===== src/rtl/fp_addsub_unit_if.sv =====
// Request/response bundle for fp_addsub_unit: operands and control in, result and status out.
interface fp_addsub_unit_if;
    logic        start;
    logic [4:0]  fmt;
    logic        sub;
    logic [63:0] FPOperandA;
    logic [63:0] FPOperandB;
    logic        busy;
    logic        done;
    logic [63:0] FPResult;

    modport master (output start, fmt, sub, FPOperandA, FPOperandB,
                    input  busy, done, FPResult);
    modport slave  (input  start, fmt, sub, FPOperandA, FPOperandB,
                    output busy, done, FPResult);
endinterface


===== src/rtl/fp_addsub_unit.sv =====
// Multi-cycle IEEE-754 single/double adder-subtractor: truncating rounding, denormals flushed,
// one FSM stage per clock (UNPACK, ALIGN, ADD, NORM, PACK).
module fp_addsub_unit (
    input  logic             clk,
    input  logic             rst_n,
    fp_addsub_unit_if.slave  bus
);
    typedef enum logic [2:0] {IDLE, UNPACK, ALIGN, ADD, NORM, PACK} state_t;

    state_t       state_reg;
    logic         busy_reg, done_reg;
    logic [63:0]  result_reg;

    logic [4:0]   fmt_reg;
    logic         sub_reg;
    logic [63:0]  a_reg, b_reg;

    logic         dbl_reg, special_reg;
    logic [63:0]  special_val_reg;
    logic         sign_a_reg, sign_b_reg;
    logic [10:0]  exp_a_reg, exp_b_reg;
    logic [52:0]  man_a_reg, man_b_reg;

    logic         sign_big_reg, sign_small_reg;
    logic [10:0]  exp_big_reg;
    logic [55:0]  man_big_reg, man_small_reg;

    logic         sign_res_reg;
    logic [56:0]  sum_reg;

    logic signed [12:0] exp_norm_reg;
    logic [55:0]  man_norm_reg;
    logic         zero_reg;

    assign bus.busy     = busy_reg;
    assign bus.done     = done_reg;
    assign bus.FPResult = result_reg;

    // ---------------- unpack (from latched operands) ----------------
    logic              is_single, is_double;
    logic [10:0]       emax;
    logic [1:0]        s_u, zero_u, inf_u, nan_u;
    logic [1:0][10:0]  e_u;
    logic [1:0][51:0]  f_u;
    logic [1:0][52:0]  m_u;

    assign is_single = (fmt_reg == 5'h10);
    assign is_double = (fmt_reg == 5'h11);
    assign emax      = is_double ? 11'h7FF : 11'h0FF;

    // Single fractions are left-justified so both formats share one datapath.
    genvar gi;
    generate
        for (gi = 0; gi < 2; gi++) begin : g_unpack
            logic [63:0] opv;
            assign opv        = (gi == 0) ? a_reg : b_reg;
            assign s_u[gi]    = is_double ? opv[63] : opv[31];
            assign e_u[gi]    = is_double ? opv[62:52] : {3'b0, opv[30:23]};
            assign f_u[gi]    = is_double ? opv[51:0] : {opv[22:0], 29'b0};
            assign zero_u[gi] = (e_u[gi] == 11'd0);
            assign inf_u[gi]  = (e_u[gi] == emax) && (f_u[gi] == 52'd0);
            assign nan_u[gi]  = (e_u[gi] == emax) && (f_u[gi] != 52'd0);
            assign m_u[gi]    = zero_u[gi] ? 53'd0 : {1'b1, f_u[gi]};
        end
    endgenerate

    logic        sb_eff;
    logic        special_c;
    logic [63:0] special_val_c, qnan_c;

    assign sb_eff = s_u[1] ^ sub_reg;
    assign qnan_c = is_double ? 64'h7FF8_0000_0000_0000 : 64'h0000_0000_7FC0_0000;

    always_comb begin
        special_c     = 1'b1;
        special_val_c = 64'd0;
        if (!(is_single || is_double)) begin
            special_val_c = 64'd0;
        end else if (nan_u[0] || nan_u[1] || (inf_u[0] && inf_u[1] && (s_u[0] != sb_eff))) begin
            special_val_c = qnan_c;
        end else if (inf_u[0]) begin
            special_val_c = is_double ? {s_u[0], 11'h7FF, 52'd0} : {32'd0, s_u[0], 8'hFF, 23'd0};
        end else if (inf_u[1]) begin
            special_val_c = is_double ? {sb_eff, 11'h7FF, 52'd0} : {32'd0, sb_eff, 8'hFF, 23'd0};
        end else begin
            special_c = 1'b0;
        end
    end

    // ---------------- align ----------------
    logic        a_ge;
    logic [10:0] exp_diff;
    logic [52:0] man_small_c;
    logic [55:0] shifted_c;

    assign a_ge        = {exp_a_reg, man_a_reg} >= {exp_b_reg, man_b_reg};
    assign exp_diff    = a_ge ? (exp_a_reg - exp_b_reg) : (exp_b_reg - exp_a_reg);
    assign man_small_c = a_ge ? man_b_reg : man_a_reg;
    assign shifted_c   = (exp_diff >= 11'd56) ? 56'd0 : ({man_small_c, 3'b000} >> exp_diff);

    // ---------------- normalize ----------------
    logic [5:0]         lz;
    logic               lz_found;
    logic signed [12:0] exp_big_s;

    always_comb begin
        lz       = 6'd56;
        lz_found = 1'b0;
        for (int i = 55; i >= 0; i--) begin
            if (!lz_found && sum_reg[i]) begin
                lz       = 6'(55 - i);
                lz_found = 1'b1;
            end
        end
    end

    assign exp_big_s = $signed({2'b00, exp_big_reg});

    // ---------------- pack ----------------
    logic signed [12:0] emax_s;
    logic [63:0]        pack_c;

    assign emax_s = dbl_reg ? 13'sd2047 : 13'sd255;

    always_comb begin
        pack_c = 64'd0;
        if (special_reg) begin
            pack_c = special_val_reg;
        end else if (zero_reg) begin
            pack_c = 64'd0;
        end else if (exp_norm_reg <= 13'sd0) begin
            pack_c = dbl_reg ? {sign_res_reg, 63'd0} : {32'd0, sign_res_reg, 31'd0};
        end else if (exp_norm_reg >= emax_s) begin
            pack_c = dbl_reg ? {sign_res_reg, 11'h7FF, 52'd0} : {32'd0, sign_res_reg, 8'hFF, 23'd0};
        end else if (dbl_reg) begin
            pack_c = {sign_res_reg, exp_norm_reg[10:0], man_norm_reg[54:3]};
        end else begin
            pack_c = {32'd0, sign_res_reg, exp_norm_reg[7:0], man_norm_reg[54:32]};
        end
    end

    // ---------------- FSM and pipeline registers ----------------
    always_ff @(posedge clk or negedge rst_n) begin
        if (!rst_n) begin
            state_reg       <= IDLE;
            busy_reg        <= 1'b0;
            done_reg        <= 1'b0;
            result_reg      <= 64'd0;
            fmt_reg         <= 5'd0;
            sub_reg         <= 1'b0;
            a_reg           <= 64'd0;
            b_reg           <= 64'd0;
            dbl_reg         <= 1'b0;
            special_reg     <= 1'b0;
            special_val_reg <= 64'd0;
            sign_a_reg      <= 1'b0;
            sign_b_reg      <= 1'b0;
            exp_a_reg       <= 11'd0;
            exp_b_reg       <= 11'd0;
            man_a_reg       <= 53'd0;
            man_b_reg       <= 53'd0;
            sign_big_reg    <= 1'b0;
            sign_small_reg  <= 1'b0;
            exp_big_reg     <= 11'd0;
            man_big_reg     <= 56'd0;
            man_small_reg   <= 56'd0;
            sign_res_reg    <= 1'b0;
            sum_reg         <= 57'd0;
            exp_norm_reg    <= 13'sd0;
            man_norm_reg    <= 56'd0;
            zero_reg        <= 1'b0;
        end else begin
            done_reg <= 1'b0;
            case (state_reg)
                IDLE: begin
                    if (bus.start) begin
                        fmt_reg   <= bus.fmt;
                        sub_reg   <= bus.sub;
                        a_reg     <= bus.FPOperandA;
                        b_reg     <= bus.FPOperandB;
                        busy_reg  <= 1'b1;
                        state_reg <= UNPACK;
                    end
                end
                UNPACK: begin
                    dbl_reg         <= is_double;
                    special_reg     <= special_c;
                    special_val_reg <= special_val_c;
                    sign_a_reg      <= s_u[0];
                    sign_b_reg      <= sb_eff;
                    exp_a_reg       <= e_u[0];
                    exp_b_reg       <= e_u[1];
                    man_a_reg       <= m_u[0];
                    man_b_reg       <= m_u[1];
                    state_reg       <= ALIGN;
                end
                ALIGN: begin
                    sign_big_reg   <= a_ge ? sign_a_reg : sign_b_reg;
                    sign_small_reg <= a_ge ? sign_b_reg : sign_a_reg;
                    exp_big_reg    <= a_ge ? exp_a_reg : exp_b_reg;
                    man_big_reg    <= {(a_ge ? man_a_reg : man_b_reg), 3'b000};
                    man_small_reg  <= shifted_c;
                    state_reg      <= ADD;
                end
                ADD: begin
                    sum_reg      <= (sign_big_reg == sign_small_reg)
                                    ? ({1'b0, man_big_reg} + {1'b0, man_small_reg})
                                    : ({1'b0, man_big_reg} - {1'b0, man_small_reg});
                    sign_res_reg <= sign_big_reg;
                    state_reg    <= NORM;
                end
                NORM: begin
                    zero_reg     <= (sum_reg == 57'd0);
                    man_norm_reg <= sum_reg[56] ? sum_reg[56:1] : (sum_reg[55:0] << lz);
                    exp_norm_reg <= sum_reg[56] ? (exp_big_s + 13'sd1)
                                                : (exp_big_s - $signed({7'd0, lz}));
                    state_reg    <= PACK;
                end
                PACK: begin
                    result_reg <= pack_c;
                    done_reg   <= 1'b1;
                    // A start already waiting as the result retires is taken at once,
                    // so a held start yields one result every five cycles.
                    if (bus.start) begin
                        fmt_reg   <= bus.fmt;
                        sub_reg   <= bus.sub;
                        a_reg     <= bus.FPOperandA;
                        b_reg     <= bus.FPOperandB;
                        state_reg <= UNPACK;
                    end else begin
                        busy_reg  <= 1'b0;
                        state_reg <= IDLE;
                    end
                end
                default: begin
                    busy_reg  <= 1'b0;
                    state_reg <= IDLE;
                end
            endcase
        end
    end
endmodule


===== src/flat_wrapper.sv =====
// flat-port wrapper written by rule: the top's interface ports become plain ports
module fp_addsub_unit_flat 
  (clk, rst_n, bus_start, bus_fmt, bus_sub, bus_FPOperandA, bus_FPOperandB, bus_busy, bus_done, bus_FPResult);
  fp_addsub_unit_if bus_i ();
  input  logic clk;
  input  logic rst_n;
  input wire logic [$bits(bus_i.start)-1:0] bus_start;
  input wire logic [$bits(bus_i.fmt)-1:0] bus_fmt;
  input wire logic [$bits(bus_i.sub)-1:0] bus_sub;
  input wire logic [$bits(bus_i.FPOperandA)-1:0] bus_FPOperandA;
  input wire logic [$bits(bus_i.FPOperandB)-1:0] bus_FPOperandB;
  output wire logic [$bits(bus_i.busy)-1:0] bus_busy;
  output wire logic [$bits(bus_i.done)-1:0] bus_done;
  output wire logic [$bits(bus_i.FPResult)-1:0] bus_FPResult;
  assign bus_i.start = bus_start;
  assign bus_i.fmt = bus_fmt;
  assign bus_i.sub = bus_sub;
  assign bus_i.FPOperandA = bus_FPOperandA;
  assign bus_i.FPOperandB = bus_FPOperandB;
  assign bus_busy = bus_i.busy;
  assign bus_done = bus_i.done;
  assign bus_FPResult = bus_i.FPResult;
  fp_addsub_unit u_core (.clk(clk), .rst_n(rst_n), .bus(bus_i));
endmodule

===== config.mk =====
export PLATFORM = sky130hd
export DESIGN_NAME = fp_addsub_unit_flat
export DESIGN_NICKNAME = d
export VERILOG_FILES = /design/src/rtl/fp_addsub_unit_if.sv /design/src/rtl/fp_addsub_unit.sv /design/src/flat_wrapper.sv
export SDC_FILE = /design/constraint.sdc
export NUM_CORES = 2
export LEC_CHECK = 0
export ABC_AREA = 0
export ABC_CLOCK_PERIOD_IN_PS = 9900
export CORE_ASPECT_RATIO = 1.2
export CORE_MARGIN = 10
export CORE_UTILIZATION = 65
export CTS_BUF_LIST = sky130_fd_sc_hd__clkbuf_4 sky130_fd_sc_hd__clkbuf_8
export CTS_CLUSTER_SIZE = 12
export DETAILED_ROUTE_END_ITERATION = 7
export GPL_TIMING_DRIVEN = 1
export PLACE_DENSITY = 0.85
export SLEW_MARGIN = 20
export SYNTH_ARGS = -nofsm -noshare
export SYNTH_HDL_FRONTEND = slang
export SYNTH_SLANG_ARGS = --single-unit

===== constraint.sdc =====
create_clock -name clk -period 9.9 [get_ports clk]
set_input_delay 1.98 -clock clk [delete_from_list [all_inputs] [get_ports clk]]
set_output_delay 1.98 -clock clk [all_outputs]
set_load 0.03 [all_outputs]

Word-level counts from Yosys, hierarchy flattened
Index checks and enable logic that the tools add are counted.
{"block": "word_totals", "ff_bits": 648, "input_bits": 137, "out_inout_bits": 66, "elab_cells": 341}
{"block": "classes", "addsub": 6, "order_cmp": 4, "n_eq_ne": 13, "shifts": 2, "mux": 156, "bitwise_logic": 2, "n_reduce_logical": 131}
{"cell": "$mux 64", "count": 13}
{"cell": "$mux 6", "count": 56}
{"cell": "$mux 53", "count": 4}
{"cell": "$logic_not 52->1", "count": 2}
{"cell": "$mux 52", "count": 2}
{"cell": "$reduce_bool 52->1", "count": 2}
{"cell": "$mux 1", "count": 67}
{"cell": "$mux 11", "count": 6}
{"cell": "$ge 64x64->1", "count": 1}
{"cell": "$mux 63", "count": 1}
{"cell": "$logic_and 1x1->1", "count": 61}
{"cell": "$add 56x56->57", "count": 1}
{"cell": "$logic_not 57->1", "count": 1}
{"cell": "$mux 57", "count": 1}
{"cell": "$sub 56x56->57", "count": 1}
{"cell": "$mux 56", "count": 1}
{"cell": "$shl 56x6->55", "count": 1}
{"cell": "$shr 56x11->56", "count": 1}
{"cell": "$logic_not 1->1", "count": 55}
{"cell": "$mux 55", "count": 1}
{"cell": "$eq 11x11->1", "count": 2}
{"cell": "$logic_not 11->1", "count": 2}
{"cell": "$sub 11x11->11", "count": 2}
{"cell": "$pmux 3 s6", "count": 1}
{"cell": "23 further kinds", "count": 29}

Logic depth before layout (Yosys ltp)
{"block": "logic_depth", "word_depth": 168, "mapped_depth": 25, "mapped_depth_nobuf": 20}

Least setup slack after synthesis
Ideal clock, no wire load.
{"block": "synth_path", "kind": "reg2reg", "from": "register u_core.sum_reg[55]", "to": "register u_core.exp_norm_reg[9]", "setup_time_ns": 0.083, "arrival_time_ns": 4.525, "t_required_ns": 9.817, "setup_slack_ns": 5.292, "stages_incl_launch_ff": 22, "path_buffers": 4, "synth_period_minus_slack_ns": 4.608, "path_cell_list": "dfrtp_1 -> or4_4 -> nor4b_4 -> nand3b_1 -> buf_2 -> o31ai_1 -> nor2_2 -> inv_1 -> buf_4 -> buf_2 -> buf_2 -> ha_1 -> inv_1 -> a21o_1 -> a21o_1 -> a21o_1 -> a21o_1 -> a211o_1 -> o32ai_1 -> o21ai_0 -> xor2_1 -> o21ai_0"}
{"block": "synth_between", "elab_chain_cells": 168, "word_cells_on_any_way": 223, "classes_between": "add/sub (1); mux (112); reduce/logical (110)"}
{"item": "start, declared", "line": "fp_addsub_unit.sv:29", "rtl": "logic [56:0] sum_reg;"}
{"item": "start signal, assigned", "line": "fp_addsub_unit.sv:206", "rtl": "sum_reg <= (sign_big_reg == sign_small_reg)"}
{"item": "$mux 1", "line": "fp_addsub_unit.sv:110", "rtl": "if (!lz_found && sum_reg[i]) begin"}
{"item": "$logic_not 1->1", "line": "fp_addsub_unit.sv:110"}
{"item": "$logic_and 1x1->1", "line": "fp_addsub_unit.sv:110"}
{"item": "$mux 1", "line": "fp_addsub_unit.sv:110"}
{"item": "$logic_not 1->1", "line": "fp_addsub_unit.sv:110"}
{"item": "$logic_and 1x1->1", "line": "fp_addsub_unit.sv:110"}
{"item": "$mux 1", "line": "fp_addsub_unit.sv:110"}
{"item": "$logic_not 1->1", "line": "fp_addsub_unit.sv:110"}
{"item": "[152 not listed]"}
{"item": "$logic_not 1->1", "line": "fp_addsub_unit.sv:110"}
{"item": "$logic_and 1x1->1", "line": "fp_addsub_unit.sv:110"}
{"item": "$mux 1", "line": "fp_addsub_unit.sv:110"}
{"item": "$logic_not 1->1", "line": "fp_addsub_unit.sv:110"}
{"item": "$logic_and 1x1->1", "line": "fp_addsub_unit.sv:110"}
{"item": "$mux 6 (*)", "line": "fp_addsub_unit.sv:110"}
{"item": "$sub 11x6->12 (*)", "line": "fp_addsub_unit.sv:216", "rtl": ": (exp_big_s - $signed({7'd0, lz}));"}
{"item": "$mux 13 (*)", "line": "fp_addsub_unit.sv:215", "rtl": "exp_norm_reg <= sum_reg[56] ? (exp_big_s + 13'sd1)"}
{"item": "end signal, assigned", "line": "fp_addsub_unit.sv:215"}
{"item": "end, declared", "line": "fp_addsub_unit.sv:31", "rtl": "logic signed [12:0] exp_norm_reg;"}
Every way passes the cells marked *; elsewhere a longest branch is shown, timed or not.
A chain may end at the register's enable or synchronous reset.

Worst setup path after layout
{"block": "layout_path", "from": "register u_core.exp_b_reg[10]", "to": "register u_core.man_small_reg[8]"}
{"block": "layout_between", "elab_chain_cells": 4, "word_cells_on_any_way": 8, "classes_between": "add/sub (2); order compare (2); shift (1); mux (3)"}
{"item": "start, declared", "line": "fp_addsub_unit.sv:21", "rtl": "logic [10:0] exp_a_reg, exp_b_reg;"}
{"item": "start signal, assigned", "line": "fp_addsub_unit.sv:192", "rtl": "exp_b_reg <= e_u[1];"}
{"item": "$ge 64x64->1 / $sub 11x11->11 (equally long branches)", "line": "fp_addsub_unit.sv:96, fp_addsub_unit.sv:97"}
{"item": "$mux 53 / $mux 11 (equally long branches)", "line": "fp_addsub_unit.sv:98, fp_addsub_unit.sv:97"}
{"item": "$shr 56x11->56 / $ge 11x6->1 (equally long branches)", "line": "fp_addsub_unit.sv:99", "rtl": "assign shifted_c = (exp_diff >= 11'd56) ? 56'd0 : ({man_small_c, 3'b000} >> exp_diff);"}
{"item": "$mux 56 (*)", "line": "fp_addsub_unit.sv:99"}
{"item": "end signal, assigned", "line": "fp_addsub_unit.sv:202", "rtl": "man_small_reg <= shifted_c;"}
{"item": "end, declared", "line": "fp_addsub_unit.sv:26", "rtl": "logic [55:0] man_big_reg, man_small_reg;"}
Marked as above.

==> flow_summary.toml <==
[outcome]
status = "finished, violations left"
violations = "design-rule violations"

[synth]
yosys.cell_types.count = 105
synth-simple-area-share = 0.166
synth_mux_area_frac = 0.126
ys.flop_type = "dfrtp_1"
synth_xor_area_frac = 0.0148
synth_nets = 5353
synthCells = 5017
synth-edff-count = 0
synth_fa_ha_area_frac = 0.0592
syn_area_um2 = 42500
synth-compound-area-share = 0.231
syn_area_per_cell_um2 = 8.48
seq_area_frac_synth = 0.345
yosysTopAreaCell = "dfrtp_1"
synth_area_leaders = "dfrtp_1 35%, mux2i_1 7.5%, ha_1 5.7%"
synth_top_family_by_area = "compound AO/OA/AOI/OAI gates"
ys_ff_latch = 587
ys_warn_count = 0
netlist.area_leader.share = 0.345
synth-async-reset-ratio = 1.00

[cells_and_area]
areaGrowthSynthToFinish_pct = 10.2
fill_cells = 4780
drive_gt1_frac = 0.103
fin_nets = 5348
fin_area_um2 = 46900

[timing]
rsz0062_at_grt = "false"
setup-violations-final = 0
worst_slack_ps = 3190
hold_viol = 0
slew_violations = 0
worst_slew_pin_slew_ps = 1360
clock_skew_ps = 62.6
finalCriticalPeriod_ps = 6710
slew_headroom = 0.0914
finalCritPeriodShare = 0.677
fin_setup_tns_ps = 0
clock.fmax_mhz = 149

[global_routing]
grt_pass1_wl_mm = 267
grt_usage = 0.463
antenna_found_initial = 12
grt_max_degree = 160
grt_overflow_total = 0
grt_pass1_vias = 41200

[critical_path]
path_class = "register to register"
slowest_stage = "nand2_2"
crit_chain = "inv_1, ha_1, a21o_1, a31o_2, a211oi_2, and2_2, buf_4, nand3_1, nand2_2, mux2_2, mux2i_1, a22oi_1, o221ai_1, o21bai_1"
reg2reg_setup_slack_ps = 3190
cp.arrival_ps = 7380
cp_max_fo = 64
crit_path_start = "u_core.exp_b_reg[10]"
critPathBufInv = 2
worstRegToRegCells = 14
slowest_delay_ps = 970
end_kind = "register"
r2r-start = "u_core.exp_b_reg[10]"
cp.required_ps = 10570
cp-start-kind = "register"
rr_endpoint = "u_core.man_small_reg[8]"
cp_top_family = "simple AND/OR/NAND/NOR gates"

[placed_design]
post-dp-hpwl_mm = 127
dp_slack_ps = 3530
dpl_cell_area_um2 = 44700
gp_congestion = 1.08
numPortBuffers = 202

[clock_tree]
cts_sinks = 587
numCtsBuffers = 95
cts_tree = "yes"
ctsHoldBuffers = 0
clk_pin_slew_ps = 80
htreeDepth = 3
cts.path.max_buffers = 3
cts_resized = 0
clk_root_buffer_cell = "clkbuf_8"
clk_latency_ps = 790
postCtsSetupBuffers = 0

[route]
postRouteAntennaNets = 0
drt_first_pass_iters = 8
drc = 1
drt-initial-drc-count = 6346
vias = 43000
avgRoutedWirePerCell_um = 30.4
viasPerCell = 7.27
drt_wl_total_mm = 180

[floorplan]
io_pins = 203
fp.dieW_um = 254
dieArea_um2 = 76100
die_h_um = 300
initial_core_util = 0.658
placementRows = 102
coreArea_um2 = 64700

[min_path]
hold_start = "u_core.bus.FPResult[50]"
hold_class = "register to register"
min_to = "u_core.bus.FPResult[50]"
whs_path_depth = 2

[job]
max_cap_viol_count = 0
[layout make-up]
class / count / area, um2 / area share
well taps: 832 / 1040 / 0.0222
clock inverters: 28 / 385 / 0.00822
repair buffers: 272 / 2590 / 0.0552
diodes: 5 / 12.5 / 0.000267
multi-input cells: 3832 / 25500 / 0.545
inverters: 224 / 841 / 0.0179
flip-flops and latches: 587 / 14700 / 0.313
clock buffers: 143 / 1810 / 0.0385
[placed cells by master (no fill, tap or decap), types with 53 or more instances in the layout]
cell and n:
a21oi_1 328, o22ai_1 57, buf_4 67, o221ai_1 71, o21ai_0 451, nand4_1 53, ha_1 194, nand3_1 143
a21o_1 61, nor2_1 366, mux2_2 191, nand2_1 601, dfrtp_1 586, nor3_1 85, clkbuf_8 117, inv_1 218
a31oi_1 65, clkdlybuf4s50_1 201, mux2i_1 317
[routing by layer]
layer / vias up / track usage / part of all wire
met2: 3291 / 0.702 / 0.44
met3: 1024 / 0.144 / 0.12
met1: 20400 / 0.527 / 0.33
met4: 10 / 0.399 / 0.11
met5: - / 0 / 0.00034
li1: 18300 / - / -
[worst max-delay path by stage]
| stage | endpoint | slack [ps] | cells after the start |
|---|---|---|---|
| 2_1_floorplan | u_core.exp_norm_reg[9] | 5290 | 21 |
| 3_3_place_gp | u_core.man_small_reg[8] | 3530 | 14 |
| 3_5_place_dp | u_core.man_small_reg[8] | 3530 | 14 |
| 4_1_cts | u_core.man_small_reg[8] | 3480 | 14 |
| 5_1_grt | u_core.man_small_reg[8] | 2990 | 14 |
| 6_report | u_core.man_small_reg[8] | 3190 | 14 |
[cells by family after synthesis]
logic type	count (synthesis)
and+or+nand+nor	1535
AOI/OAI and AO/OA	1515
buffers and inverters	598
DFF	587
muxes	511
adders and majority gates	199
xor gates and xnor gates	72
[cell usage after synthesis, drive strengths merged, types with 97 or more instances]
cell,count
nand2,606
dfrtp,587
o21ai,462
nor2,369
a21oi,329
mux2i,318
clkbuf,267
inv,223
ha,195
mux2,192
nand3,145
buf,107
nor3,97
[per-stage QoR]
step                hold WS [ps]  utilization  std cells
finish                       464        0.725       5923
global route                 499        0.725       5921
CTS                          469        0.725       5918
detailed placement           455        0.691       5747
global placement             452        0.691       5747
floorplan                    449            -       5017
[tightest hold or removal path, stage by stage, from the launching register on]
cell,delay [ps]
dfrtp_1,340
nand2_1,50
nand2_1,50
Power is not shown: default switching activity piles up to over one toggle a cycle in this logic, so the estimate is an artifact.
